===== src/rtl/cenn_readout_ctrl.sv =====
// CeNN readout sequencer: walks cell pairs, binarizes against a button-selected threshold, writes the frame buffer.
// Optional macro POSTPROC_DEBOUNCE_EN adds a stable-count debouncer behind each button synchronizer.
module cenn_readout_ctrl #(
    parameter int unsigned width_fixed     = 15,
    parameter int unsigned width_RGB       = 8,
    parameter int unsigned N_CELLS         = 64,
    parameter int unsigned ADDR_W          = 6,
    parameter int unsigned READ_LAT        = 2,
    parameter int unsigned DEBOUNCE_CYCLES = 250000
) (
    input  logic                          clk,
    input  logic                          rst,
    input  logic                          press_UP,
    input  logic                          press_DOWN,
    input  logic                          ready_signal,
    input  logic signed [width_fixed-1:0] out_cenn_0,
    input  logic signed [width_fixed-1:0] out_cenn_x,
    output logic [ADDR_W-1:0]             cell_addr,
    output logic                          fb_wr_en,
    input  logic                          fb_ready,
    output logic [ADDR_W-1:0]             fb_addr,
    output logic [width_RGB-1:0]          black_white_0,
    output logic [width_RGB-1:0]          black_white_x,
    output logic                          busy,
    output logic                          frame_done,
    output logic [4:0]                    led
);

    localparam int unsigned CNT_W = $clog2(READ_LAT + 1);

    typedef enum logic [2:0] {S_IDLE, S_ADDR, S_WAIT, S_WRITE, S_DONE} state_t;

    logic [1:0] up_sync, dn_sync;
    logic       up_press_c, dn_press_c;
    logic [2:0] level, level_d;
    logic       rdy_q, rdy_prev, rdy_edge_c;

    state_t                        state, state_d;
    logic [ADDR_W-1:0]             addr, addr_d, cell_addr_d, fb_addr_d;
    logic [CNT_W-1:0]              cnt, cnt_d;
    logic signed [width_fixed-1:0] thr_c, t_active, t_active_d;
    logic [width_RGB-1:0]          bw0_d, bwx_d;

    // Two-flop synchronizers for the raw buttons and the convergence flag register
    always_ff @(posedge clk or posedge rst) begin
        if (rst) begin
            up_sync  <= '0;
            dn_sync  <= '0;
            rdy_q    <= 1'b0;
            rdy_prev <= 1'b0;
        end else begin
            up_sync  <= {up_sync[0], press_UP};
            dn_sync  <= {dn_sync[0], press_DOWN};
            rdy_q    <= ready_signal;
            rdy_prev <= rdy_q;
        end
    end

    assign rdy_edge_c = rdy_q & ~rdy_prev;

`ifdef POSTPROC_DEBOUNCE_EN
    localparam int unsigned DB_W = $clog2(DEBOUNCE_CYCLES + 1);

    logic            up_db, dn_db, up_flip_c, dn_flip_c;
    logic [DB_W-1:0] up_cnt, dn_cnt;

    assign up_flip_c  = (up_sync[1] != up_db) && (up_cnt == DB_W'(DEBOUNCE_CYCLES - 1));
    assign dn_flip_c  = (dn_sync[1] != dn_db) && (dn_cnt == DB_W'(DEBOUNCE_CYCLES - 1));
    // Press event fires in the same cycle the debounced level goes high
    assign up_press_c = up_flip_c & up_sync[1];
    assign dn_press_c = dn_flip_c & dn_sync[1];

    always_ff @(posedge clk or posedge rst) begin
        if (rst) begin
            up_db  <= 1'b0;
            dn_db  <= 1'b0;
            up_cnt <= '0;
            dn_cnt <= '0;
        end else begin
            if (up_sync[1] == up_db) begin
                up_cnt <= '0;
            end else if (up_flip_c) begin
                up_db  <= up_sync[1];
                up_cnt <= '0;
            end else begin
                up_cnt <= up_cnt + DB_W'(1);
            end
            if (dn_sync[1] == dn_db) begin
                dn_cnt <= '0;
            end else if (dn_flip_c) begin
                dn_db  <= dn_sync[1];
                dn_cnt <= '0;
            end else begin
                dn_cnt <= dn_cnt + DB_W'(1);
            end
        end
    end
`else
    logic up_prev, dn_prev;

    assign up_press_c = up_sync[1] & ~up_prev;
    assign dn_press_c = dn_sync[1] & ~dn_prev;

    always_ff @(posedge clk or posedge rst) begin
        if (rst) begin
            up_prev <= 1'b0;
            dn_prev <= 1'b0;
        end else begin
            up_prev <= up_sync[1];
            dn_prev <= dn_sync[1];
        end
    end
`endif

    // Saturating threshold level; simultaneous presses cancel
    always_comb begin
        level_d = level;
        if (up_press_c && !dn_press_c && level != 3'd4) begin
            level_d = level + 3'd1;
        end else if (dn_press_c && !up_press_c && level != 3'd0) begin
            level_d = level - 3'd1;
        end
    end

    always_ff @(posedge clk or posedge rst) begin
        if (rst) begin
            level <= 3'd2;
            led   <= 5'b00100;
        end else begin
            level <= level_d;
            led   <= 5'b00001 << level_d;
        end
    end

    assign thr_c = width_fixed'((int'(level) - 2) <<< (width_fixed - 4));

    always_ff @(posedge clk or posedge rst) begin
        if (rst) begin
            state         <= S_IDLE;
            addr          <= '0;
            cnt           <= '0;
            t_active      <= '0;
            cell_addr     <= '0;
            fb_addr       <= '0;
            black_white_0 <= '0;
            black_white_x <= '0;
            fb_wr_en      <= 1'b0;
            busy          <= 1'b0;
            frame_done    <= 1'b0;
        end else begin
            state         <= state_d;
            addr          <= addr_d;
            cnt           <= cnt_d;
            t_active      <= t_active_d;
            cell_addr     <= cell_addr_d;
            fb_addr       <= fb_addr_d;
            black_white_0 <= bw0_d;
            black_white_x <= bwx_d;
            fb_wr_en      <= (state_d == S_WRITE);
            busy          <= (state_d == S_ADDR) || (state_d == S_WAIT) || (state_d == S_WRITE);
            frame_done    <= (state_d == S_DONE);
        end
    end

    // Next-state logic; cell_addr is loaded on entry to ADDR so it is valid throughout ADDR/WAIT
    always_comb begin
        state_d     = state;
        addr_d      = addr;
        cnt_d       = cnt;
        t_active_d  = t_active;
        cell_addr_d = cell_addr;
        fb_addr_d   = fb_addr;
        bw0_d       = black_white_0;
        bwx_d       = black_white_x;
        case (state)
            S_IDLE: begin
                if (rdy_edge_c) begin
                    addr_d      = '0;
                    cell_addr_d = '0;
                    t_active_d  = thr_c;
                    state_d     = S_ADDR;
                end
            end
            S_ADDR: begin
                cnt_d   = CNT_W'(READ_LAT);
                state_d = S_WAIT;
            end
            S_WAIT: begin
                cnt_d = cnt - CNT_W'(1);
                if (cnt == CNT_W'(1)) begin
                    bw0_d     = (out_cenn_0 >= t_active) ? {width_RGB{1'b1}} : {width_RGB{1'b0}};
                    bwx_d     = (out_cenn_x >= t_active) ? {width_RGB{1'b1}} : {width_RGB{1'b0}};
                    fb_addr_d = addr;
                    state_d   = S_WRITE;
                end
            end
            S_WRITE: begin
                if (fb_ready) begin
                    if (addr == ADDR_W'(N_CELLS - 1)) begin
                        state_d = S_DONE;
                    end else begin
                        addr_d      = addr + ADDR_W'(1);
                        cell_addr_d = addr + ADDR_W'(1);
                        state_d     = S_ADDR;
                    end
                end
            end
            S_DONE:  state_d = S_IDLE;
            default: state_d = S_IDLE;
        endcase
    end

endmodule


===== config.mk =====
export PLATFORM = sky130hd
export DESIGN_NAME = cenn_readout_ctrl
export DESIGN_NICKNAME = d
export VERILOG_FILES = /design/src/rtl/cenn_readout_ctrl.sv
export SDC_FILE = /design/constraint.sdc
export NUM_CORES = 1
export LEC_CHECK = 0
export ABC_AREA = 1
export BUFFER_PORTS_ARGS = -buffer_cell sky130_fd_sc_hd__buf_2
export CAP_MARGIN = 0
export CORE_MARGIN = 2
export CORE_UTILIZATION = 45
export CTS_CLUSTER_DIAMETER = 80
export DETAILED_ROUTE_END_ITERATION = 10
export PLACE_DENSITY = 0.7
export SYNTH_ARGS = -nofsm -noshare
export SYNTH_HDL_FRONTEND = slang
export SYNTH_SLANG_ARGS = --single-unit

===== constraint.sdc =====
create_clock -name clk -period 1.7 [get_ports clk]
set_input_delay 0.51 -clock clk [delete_from_list [all_inputs] [get_ports clk]]
set_output_delay 0.51 -clock clk [all_outputs]
set_load 0.01 [all_outputs]

==> metrics.yaml, run 1 <==
synthesis:
  seq_area_frac_synth: 0.459
  postSynthCellCount: 283
  synth_seq_cells: 42
  yosysWarnings: 0
  syn_area_per_cell_sq_um: 8.11
  syn-num-nets: 333
  ys_types: 25
  syn-cell-area_sq_mm: 0.00230
power_and_ir_drop:
  combPwrFrac: 0.440
  swShare: 0.393
  p_leak_nw: 1.59
  ir_drop_v: 0.000688
  p_sw_mw: 1.67
  p_total_mw: 4.25
  power_density_mw_per_mm2: 1500
  p_int_mw: 2.58
  p_clk_frac: 0.222
  seq_power_share: 0.339
finish:
  area_growth_pct: 23.4
  nFillCells: 458
  fin_util: 0.588
  drive_above_1_share: 0.328
  antennaDiodeCount: 0
  layout.nets: 400
critical_path:
  critPathSlowestCell: "dfstp_2"
  r2r_slack_ns: 0.06
  timing.rr.start: "level[1]"
  cpPeakStageDelay_ns: 0.55
  rr_endpoint: "led[0]"
  rr_worst_depth: 9
  critical_path_arrival_ns: 1.86
  worstSetupEndpointType: "register"
  crit_required_ns: 1.93
  crit_chain: "inv_1 > ha_2 > inv_1 > nor2_1 > nor2_2 > nand3_1 > nand3_2 > nand3_1 > nor2_1"
  crit_type: "reg2reg"
  cp-start-kind: "register"
  crit_fanout: 4
detailed_routing:
  dr.pass1.iters: 4
  num_vias: 1871
  wl_per_cell_um: 11.0
  via_per_inst: 4.48
  first_iter_violations: 42
  drc_errors: 0
  finalWirelength_mm: 4.58
  ant_nets: 0
floorplanning:
  die-area_sq_mm: 0.00569
  chipWidth_um: 75.4
  core.rowCount: 25
  ioPinCount: 72
  core_sq_mm: 0.00482
  die_y_um: 75.4
  initial_core_util: 0.477
sta:
  slew_headroom: 0.816
  tns_ns: 0
  fmax_ghz: 0.611
  post-route-period-util: 0.962
  final-setup-viol-count: 0
  hold_viol: 0
  fin_crit_ns: 1.64
  drv_slew: 0
  tightest_slew_ns: 0.276
  skew_ns: 0.00308
cts:
  cts_tree: "yes"
  numClockSinks: 42
  cts-hold-fix-buffers: 0
  clk_pin_slew_ns: 0.08
  clockBufferDepth: 2
  cts_made_buffers: 5
  clkLatencyLatePin_ns: 0.29
  htreeDepth: 2
  cts-root-buf: "clkbuf_8"
grt:
  grt_start_max_net_pins: 43
  grt_overflow: 0
  antenna_found_initial: 0
  grt_pass1_wl_mm: 7.36
  grt_pass1_vias: 1753
  grt_usage: 0.173
place:
  hpwlAfterDp_mm: 3.50
  place.gp.congestion: 0.850
  io_buffers: 71
worst_hold_path:
  hold_class: "in2async"
flow_run:
  max_cap_viol_count: 0
run_status:
  status: "finished, final reports clean"
[metal layers]
| layer | GRT usage | vias to the layer above | routed length (um) |
|---|---|---|---|
| met4 | 0.0741 | 0 | 95 |
| met1 | 0.210 | 802 | 2050 |
| li1 | - | 1004 | - |
| met3 | 0.0423 | 7 | 308 |
| met5 | 0 | - | 0 |
| met2 | 0.293 | 58 | 2120 |
[worst max-delay path, delay by kind of cell (launching register included)]
| kind | cells | cell delay [ns] |
|---|---|---|
| fa+ha+maj | 1 | 0.21 |
| buf+inv | 2 | 0.14 |
| flops | 1 | 0.55 |
| simple gates | 6 | 0.67 |
[worst max-delay path by stage]
stage               startpoint      to  slack [ns]  depth (start not counted)
floorplan             level[1]  led[4]        0.11                          8
global placement      level[1]  led[4]        0.09                          8
detailed placement    level[1]  led[4]        0.06                          8
CTS                   level[1]  led[4]        0.04                          8
global route          level[1]  led[0]       -0.05                          9
finish                level[1]  led[0]        0.06                          9
[power by group through the flow]
stage	clock network, mW	logic (mW)	registers [mW]
final	0.942	1.87	1.44
after global routing	1.00	2.17	1.48
after CTS	0.970	1.80	1.44
after detailed placement	0	1.80	1.46
after global placement	0	1.76	1.45
after floorplan	0	1.44	1.50
[cells in the final DEF (no fill, tap or decap)]
cell	instances
nand2_1	74
buf_2	71
dfrtp_1	40
inv_1	35
nor2_1	33
nand3_1	21
ha_1	13
o21ai_0	10
nand2_2	8
o21ai_2	5
clkbuf_8	5
a21oi_1	4
buf_4	4
nor2_2	3
inv_2	3
o21bai_1	2
nand3b_1	2
nand3_4	2
or2_2	2
bufinv_16	2
dfstp_2	2
nor3_1	1
clkinv_2	1
nand2_4	1
nand3_2	1
a21oi_2	1
a21oi_4	1
xor2_1	1
ha_2	1
clkinv_4	1
buf_12	1
[kinds of logic after synthesis]
kind of cell    after synthesis  share of synthesized area
simple gates                148                      0.275
buf+inv                      55                      0.120
flops                        42                      0.459
compound gates               23                     0.0654
fa+ha+maj                    14                     0.0763
xor+xnor                      1                    0.00382
[cells in the mapped netlist, drive strengths merged]
| master | count | area share |
|---|---|---|
| dfstp | 2 | 0.023 |
| nor3 | 1 | 0.0022 |
| nand3 | 24 | 0.057 |
| nor2 | 36 | 0.061 |
| o21ai | 15 | 0.041 |
| o21bai | 2 | 0.0065 |
| buf | 15 | 0.054 |
| nand2 | 83 | 0.14 |
| clkbuf | 1 | 0.0016 |
| or2 | 2 | 0.0054 |
| inv | 38 | 0.062 |
| dfrtp | 40 | 0.44 |
| nand3b | 2 | 0.0065 |
| clkinv | 1 | 0.0022 |
| xor2 | 1 | 0.0038 |
| a21oi | 6 | 0.018 |
| ha | 14 | 0.076 |
[sequential cells by signal, summed over array words and instances (netlist names), 2 cells and up]
register	flops
addr	6
fb_addr	6
led	5
t_active	4
level	3
state	3
cnt	2
dn_sync	2
up_sync	2
[per-stage QoR]
stage                     hold slack, ns  setup slack, ns  std cells  area, sq um
after floorplan                    0.331            0.111        283         2300
after global placement             0.333           0.0937        409         2650
after detailed placement           0.338           0.0628        409         2650
after CTS                          0.265           0.0450        417         2790
after global routing               0.291          -0.0507        418         2830
final                              0.260           0.0641        418         2830
[area by class of cell]
| cell class | count | area (sq um) | share of cell area |
|---|---|---|---|
| sequential | 42 | 1050 | 0.372 |
| multi-input combinational | 186 | 1000 | 0.355 |
| timing repair buffer | 76 | 405 | 0.143 |
| clock buffer | 5 | 68.8 | 0.0243 |
| inverter | 39 | 148 | 0.0521 |
| tap | 67 | 83.8 | 0.0296 |
| clock inverter | 3 | 68.8 | 0.0243 |
[what timing repair did]
action                     CTS  global route
gates resized for setup      0            11
buffers inserted             0             1
setup endpoints to repair    0             6
(Power assumes the default switching activity.)
==> inputs of run 2 (changes only) <==
- ABC_AREA: 1 -> not set
==> run 2 against run 1 <==
The flow now finishes with violations (negative setup slack). Via count shrank 6.4%. Synthesized cell count down 24%. Final cell count down 19%. Synthesized area decreased by 4.7%. Sequential cell count did not move. Hold slack worse by 0.0060 ns. Sequential power rose by 15%. Largest cell class unchanged.
==> metrics.yaml, run 2 <==
synthesis:
  syn-num-nets: 266  # was 333
  synth_top_cell_by_area: "dfrtp_1"  # unchanged
  synthXorXnorAreaFrac: 0.0275  # was 0.00381
  synth_edf_count: 0  # unchanged
  synthTopCellsByCount: "dfrtp_1 (40), nand2_1 (29), inv_1 (17)"  # was nand2_1 (78), dfrtp_1 (40), inv_1 (36)
  syn_area_per_cell_sq_um: 10.1  # was 8.11 sq um
  syn-cell-area_sq_mm: 0.00219  # was 0.00230 sq mm
  yosysWarnings: 0  # unchanged
  synth_seq_cells: 42  # unchanged
  synth_area_leaders: "dfrtp_1 (46%), ha_1 (8.0%), buf_4 (5.1%)"  # was dfrtp_1 (44%), nand2_1 (13%), ha_1 (7.6%)
  seq_area_frac_synth: 0.482  # was 0.459
  synthMuxAreaShare: 0.0114  # was 0
  synth_top_area_frac: 0.458  # was 0.436
  synth_simple_gate_area_frac: 0.184  # was 0.275
  synthAdderAreaFrac: 0.0801  # was 0.0763
  postSynthCellCount: 216  # was 283
  ys_types: 46  # was 25
  synth_most_common_cell: "dfrtp_1"  # was nand2_1
  synth-compound-area-share: 0.124  # was 0.0654
  async_flop_share: 1.00  # unchanged
  synth_top_family_by_area: "simple AND/OR/NAND/NOR gates"  # unchanged
  synthFlopType: "dfrtp_1"  # unchanged
cts:
  clockBufferDepth: 2  # unchanged
  numClockSinks: 42  # unchanged
  cts_made_buffers: 5  # unchanged
  cts_tree: "yes"  # unchanged
  cts-root-buf: "clkbuf_8"  # unchanged
  clkLatencyLatePin_ns: 0.30  # was 0.29 ns
  clk_pin_slew_ns: 0.08  # about the same
  htreeDepth: 2  # unchanged
place:
  hpwlAfterDp_mm: 3.24  # was 3.50 mm
  io_buffers: 71  # unchanged
  place.gp.congestion: 0.797  # was 0.850
  placed_cells: 330  # was 409
  pre_cts_slack_ns: -0.0981  # was 0.0628 ns
sta:
  finalWorstSetupSlack_ns: -0.0464  # was 0.0641 ns
  skew_ns: 0.00524  # was 0.00308 ns
  slew_headroom: 0.783  # was 0.816
  tns_ns: -0.0897  # was 0 ns
  fin_crit_ns: 1.75  # was 1.64 ns
  drv_slew: 0  # unchanged
  fmax_ghz: 0.573  # was 0.611 GHz
  rsz0062_at_grt: "yes"
  whs_ns: 0.254  # was 0.260 ns
  post-route-period-util: 1.03  # was 0.962
  final-setup-viol-count: 2  # was 0
  hold_viol: 0  # unchanged
  tightest_slew_ns: 0.325  # was 0.276 ns
finish:
  layout.nets: 334  # was 400
  final_cells: 339  # was 418
  drive_above_1_share: 0.372  # was 0.328
  largest_registers: "addr: 6 flops, fb_addr: 6 flops, led: 5 flops"  # unchanged
  area_growth_pct: 22.3  # was 23.4%
  most-common-layout-cells: "buf_2 (71), dfrtp_1 (39), nand2_1 (29), inv_1 (16), ha_1 (13)"  # was nand2_1 (74), buf_2 (71), dfrtp_1 (40), inv_1 (35), nor2_1 (33)
  antennaDiodeCount: 0  # unchanged
  final_common_cell: "buf_2"  # was nand2_1
critical_path:
  critPathSlowestCell: "dfstp_2"  # unchanged
  path_buf_inv: 1  # was 2
  cpPeakStageDelay_ns: 0.54  # was 0.55 ns
  cp-start-kind: "register"  # unchanged
  crit_type: "reg2reg"  # unchanged
  crit_required_ns: 1.92  # was 1.93 ns
  crit_fanout: 6  # was 4
  critical_path.top_delay_family: "flip-flops"  # was simple AND/OR/NAND/NOR gates
  worstSetupEndpointType: "register"  # unchanged
  critical_path_arrival_ns: 1.97  # was 1.86 ns
  crit_chain: "inv_2 > ha_4 > mux2_4 > a32oi_4 > nor3b_2"  # was inv_1 > ha_2 > inv_1 > nor2_1 > nor2_2 > nand3_1 > nand3_2 > nand3_1 > nor2_1
floorplanning:
  chipWidth_um: 73.7  # was 75.4 um
  die-area_sq_mm: 0.00543  # was 0.00569 sq mm
  ioPinCount: 72  # unchanged
  initial_core_util: 0.466  # was 0.477
  die_y_um: 73.7  # was 75.4 um
  core_sq_mm: 0.00469  # was 0.00482 sq mm
  core.rowCount: 25  # unchanged
worst_hold_path:
  hold_class: "in2async"  # unchanged
detailed_routing:
  wl_per_cell_um: 12.6  # was 11.0 um
  via_per_inst: 5.17  # was 4.48
  finalWirelength_mm: 4.29  # was 4.58 mm
  ant_nets: 0  # unchanged
  drc_errors: 0  # unchanged
  dr_wl_met3_um: 306  # was 308 um
  num_vias: 1752  # was 1871
  topRoutingLayerUsed: "met4"  # unchanged
  dr.pass1.iters: 4  # unchanged
  first_iter_violations: 62  # was 42
  route.layer.met1.wl_mm: 1.97  # was 2.05 mm
  wl_met2_mm: 1.95  # was 2.12 mm
power_and_ir_drop:
  power_density_mw_per_mm2: 1670  # was 1500 mW/mm^2
  p_leak_nw: 1.37  # was 1.59 nW
  p_total_mw: 4.46  # was 4.25 mW
  ir_drop_v: 0.000774  # was 0.000688 V
grt:
  grt_usage: 0.170  # was 0.173
  antenna_found_initial: 0  # unchanged
  grt_overflow: 0  # unchanged
  grt_pass1_wl_mm: 7.11  # was 7.36 mm
  grt_start_max_net_pins: 43  # unchanged
  grt_pass1_vias: 1596  # was 1753
run_status:
  status: "complete, but fails checks"  # was finished, final reports clean
  violations: "negative setup slack"
flow_run:
  max_cap_viol_count: 0  # unchanged
## run 2: through the flow
stage | util | area, sq um
floorplan | - | 2210
global placement | 0.548 | 2570
detailed placement | 0.548 | 2570
CTS | 0.569 | 2670
global route | 0.570 | 2680
finish | 0.570 | 2680
## run 2: logic make-up (layout without fill, tap and decap cells)
logic type                 after synthesis  in the layout
AOI/OAI and AO/OA                       38             38
xor gates and xnor gates                 6              6
adders and majority gates               14             14
buffers and inverters                   37            106
DFF                                     42             42
muxes                                    2              2
and+or+nand+nor                         77             77
## run 2: cell type report
class                      count  area [sq um]
clock buffer                   7          86.3
timing repair buffer          80           435
inverter                      18          67.6
clock inverter                 1          5.00
sequential                    42          1050
fill                         440          2020
multi-input combinational    137           958
tap                           54          67.6
## run 2: worst paths after layout
| kind | start | to | slack [ns] | cells past startpoint |
|---|---|---|---|---|
| setup / recovery | level[1] | led[2] | -0.05 | 5 |
| hold / removal | rst | dn_sync[1] | 0.25 | 3 |
| setup reg to reg | level[1] | led[2] | -0.05 | 5 |
| hold reg to reg | up_sync[0] | up_sync[1] | 0.36 | 0 |
| max in group asynchronous | rst | led[2] | 1.18 | 3 |
| min in group clk | ready_signal | rdy_q | 0.31 | 1 |
## run 2: timing repair
| item | in CTS | in global routing |
|---|---|---|
| endpoints found under the setup margin | 5 | 8 |
| hold buffers | 0 | 0 |
| pin swaps | 0 | 1 |
| resized for setup | 1 | 4 |
| setup buffers | 1 | 0 |
## run 2: worst min-delay path, cell delays in order
cell    delay, ns
buf_2        0.09
inv_1        0.08
buf_12       0.23
## run 2: power breakdown
part           internal [mW]  switching [mW]  total [mW]
clock network          0.328           0.335       0.662
registers               1.36           0.295        1.65
logic                   1.01            1.13        2.15
## run 2: layer usage
layer	track usage	vias up
met5	0	-
met1	0.215	810
li1	-	867
met2	0.287	69
met4	0.0545	0
met3	0.0384	6
==> inputs of run 3 (changes only) <==
- PLACE_DENSITY: 0.7 -> 0.75
==> run 3 against run 2 <==
The flow still finishes with violations (negative setup slack). Critical path depth rose by 1. Combinational power rose by 8%. Non-clock buffer count rose by 6. Clock power fell by 1%. Fmax fell by 0.40%. Setup slack got worse by 0.0069 ns. Routed wire length rose by 3.6%. Clock-buffer cell count did not move. Design area rose by 2.7%. Clock skew barely moved.
==> metrics.yaml, run 3 (synthesized netlist as in run 2, its figures left out) <==
grt:
  grt_overflow: 0  # unchanged
  grt_start_max_net_pins: 26  # was 43
  grt_pass1_vias: 1598  # was 1596
  grt_usage: 0.172  # was 0.170
  antenna_found_initial: 0  # unchanged
  grt_pass1_wl_mm: 7.09  # was 7.11 mm
finish:
  final_common_cell: "buf_2"  # unchanged
  largest_registers: "addr: 6 flops, fb_addr: 6 flops, led: 5 flops"  # unchanged
  nFillCells: 400  # was 440
  antennaDiodeCount: 0  # unchanged
  area_growth_pct: 25.6  # was 22.3%
  multi_input_area_sq_um: 991  # was 958 sq um
  regArea_sq_mm: 0.00105  # unchanged
  most-common-layout-cells: "buf_2 (71), dfrtp_1 (39), nand2_1 (29), inv_1 (15), buf_4 (14)"  # was buf_2 (71), dfrtp_1 (39), nand2_1 (29), inv_1 (16), ha_1 (13)
  layout.nets: 340  # was 334
  drive_above_1_share: 0.409  # was 0.372
sta:
  slew_headroom: 0.763  # was 0.783
  hold_viol: 0  # unchanged
  fin_crit_ns: 1.75  # about the same
  fmax_ghz: 0.570  # was 0.573 GHz
  rsz0062_at_grt: "yes"  # unchanged
  skew_ns: 0.00518  # was 0.00524 ns
  tns_ns: -0.114  # was -0.0897 ns
  tightest_slew_ns: 0.354  # was 0.325 ns
  final-setup-viol-count: 3  # was 2
  drv_slew: 0  # unchanged
  finalWorstSetupSlack_ns: -0.0533  # was -0.0464 ns
  post-route-period-util: 1.03  # about the same
detailed_routing:
  route.layer.met1.wl_mm: 1.92  # was 1.97 mm
  dr_wl_met3_um: 381  # was 306 um
  wl_met2_mm: 2.08  # was 1.95 mm
  via_per_inst: 5.19  # was 5.17
  first_iter_violations: 38  # was 62
  ant_nets: 0  # unchanged
  drc_errors: 0  # unchanged
  wl_per_cell_um: 12.9  # was 12.6 um
  dr.pass1.iters: 4  # unchanged
  finalWirelength_mm: 4.44  # was 4.29 mm
  num_vias: 1791  # was 1752
  topRoutingLayerUsed: "met4"  # unchanged
critical_path:
  r2r_slack_ns: -0.05  # about the same
  rr_worst_depth: 6  # was 5
  worstSetupEndpointType: "register"  # unchanged
  rr_endpoint: "led[4]"  # was led[2]
  cp-start-kind: "register"  # unchanged
  crit_required_ns: 1.88  # was 1.92 ns
  critical_path_arrival_ns: 1.94  # was 1.97 ns
  crit_fanout: 6  # unchanged
  timing.rr.start: "level[1]"  # unchanged
  crit_type: "reg2reg"  # unchanged
power_and_ir_drop:
  p_sw_mw: 1.84  # was 1.76 mW
  seq_power_share: 0.360  # was 0.370
  p_int_mw: 2.81  # was 2.70 mW
  power_density_mw_per_mm2: 1690  # was 1670 mW/mm^2
  p_leak_nw: 1.40  # was 1.37 nW
  ir_drop_v: 0.000803  # was 0.000774 V
  swShare: 0.395  # about the same
  combPwrFrac: 0.498  # was 0.481
  p_clk_frac: 0.141  # was 0.148
worst_hold_path:
  hold_class: "in2async"  # unchanged
floorplanning:
  core.rowCount: 25  # unchanged
  die_y_um: 73.7  # unchanged
  core_sq_mm: 0.00469  # unchanged
  chipWidth_um: 73.7  # unchanged
  initial_core_util: 0.466  # unchanged
  ioPinCount: 72  # unchanged
  die-area_sq_mm: 0.00543  # unchanged
cts:
  clkLatencyLatePin_ns: 0.29  # was 0.30 ns
  clk_pin_slew_ns: 0.08  # about the same
  htreeDepth: 2  # unchanged
  cts-root-buf: "clkbuf_8"  # unchanged
  clockBufferDepth: 2  # unchanged
  cts_made_buffers: 5  # unchanged
  numClockSinks: 42  # unchanged
  cts-hold-fix-buffers: 0  # unchanged
  cts_tree: "yes"  # unchanged
flow_run:
  max_cap_viol_count: 0  # unchanged
run_status:
  violations: "negative setup slack"  # unchanged
  status: "complete, but fails checks"  # unchanged
place:
  hpwlAfterDp_mm: 3.35  # was 3.24 mm
  io_buffers: 71  # unchanged
  pre_cts_slack_ns: -0.144  # was -0.0981 ns
  place.gp.congestion: 0.863  # was 0.797
[run 3: power groups by stage]
stage | logic (mW) | registers [mW] | clock network, mW
floorplan | 1.52 | 1.74 | 0
global placement | 2.08 | 1.67 | 0
detailed placement | 2.16 | 1.69 | 0
CTS | 2.18 | 1.68 | 0.672
global route | 2.59 | 1.73 | 0.714
finish | 2.32 | 1.67 | 0.655
[run 3: stage by stage]
| step | utilization | instance area, sq um | total power [mW] | std cells | hold slack [ns] |
|---|---|---|---|---|---|
| 5_1_grt | 0.585 | 2750 | 5.03 | 345 | 0.249 |
| 6_report | 0.585 | 2750 | 4.65 | 345 | 0.239 |
| 3_3_place_gp | 0.550 | 2580 | 3.75 | 333 | 0.333 |
| 4_1_cts | 0.572 | 2680 | 4.54 | 342 | 0.240 |
| 3_5_place_dp | 0.550 | 2580 | 3.84 | 333 | 0.337 |
| 2_1_floorplan | - | 2210 | 3.26 | 216 | 0.331 |
[run 3: critical path: stages (launching register included)]
cell,delay (ns)
dfstp_2,0.56
inv_4,0.05
ha_4,0.29
mux2_4,0.31
a32oi_4,0.23
buf_4,0.16
nor3b_2,0.03
[run 3: metal layers]
layer	track usage	vias up
met3	0.0494	7
met1	0.217	822
li1	-	879
met5	0	-
met2	0.277	83
met4	0.0707	0
[run 3: cell type report]
class                           count  area share
Sequential cell                    42       0.384
Multi-Input combinational cell    137       0.361
Timing Repair Buffer               86       0.172
Clock buffer                        7      0.0314
Inverter                           18      0.0255
Tap cell                           54      0.0246
Clock inverter                      1     0.00182
[run 3: repair_timing]
action | in CTS | in global routing
setup endpoints to repair | 2 | 9
cloned | 0 | 0
setup buffers | 1 | 3
resized for setup | 1 | 13
pin swaps | 0 | 3
[run 3: worst max-delay path by stage]
stage | from | end | slack, ns | depth (start not counted)
floorplan | level[1] | led[2] | 0.04 | 5
global placement | out_cenn_0[11] | black_white_0[6] | -0.05 | 8
detailed placement | out_cenn_0[11] | black_white_0[6] | -0.14 | 8
CTS | level[1] | led[3] | -0.05 | 5
global route | level[1] | led[3] | -0.12 | 5
finish | level[1] | led[4] | -0.05 | 6
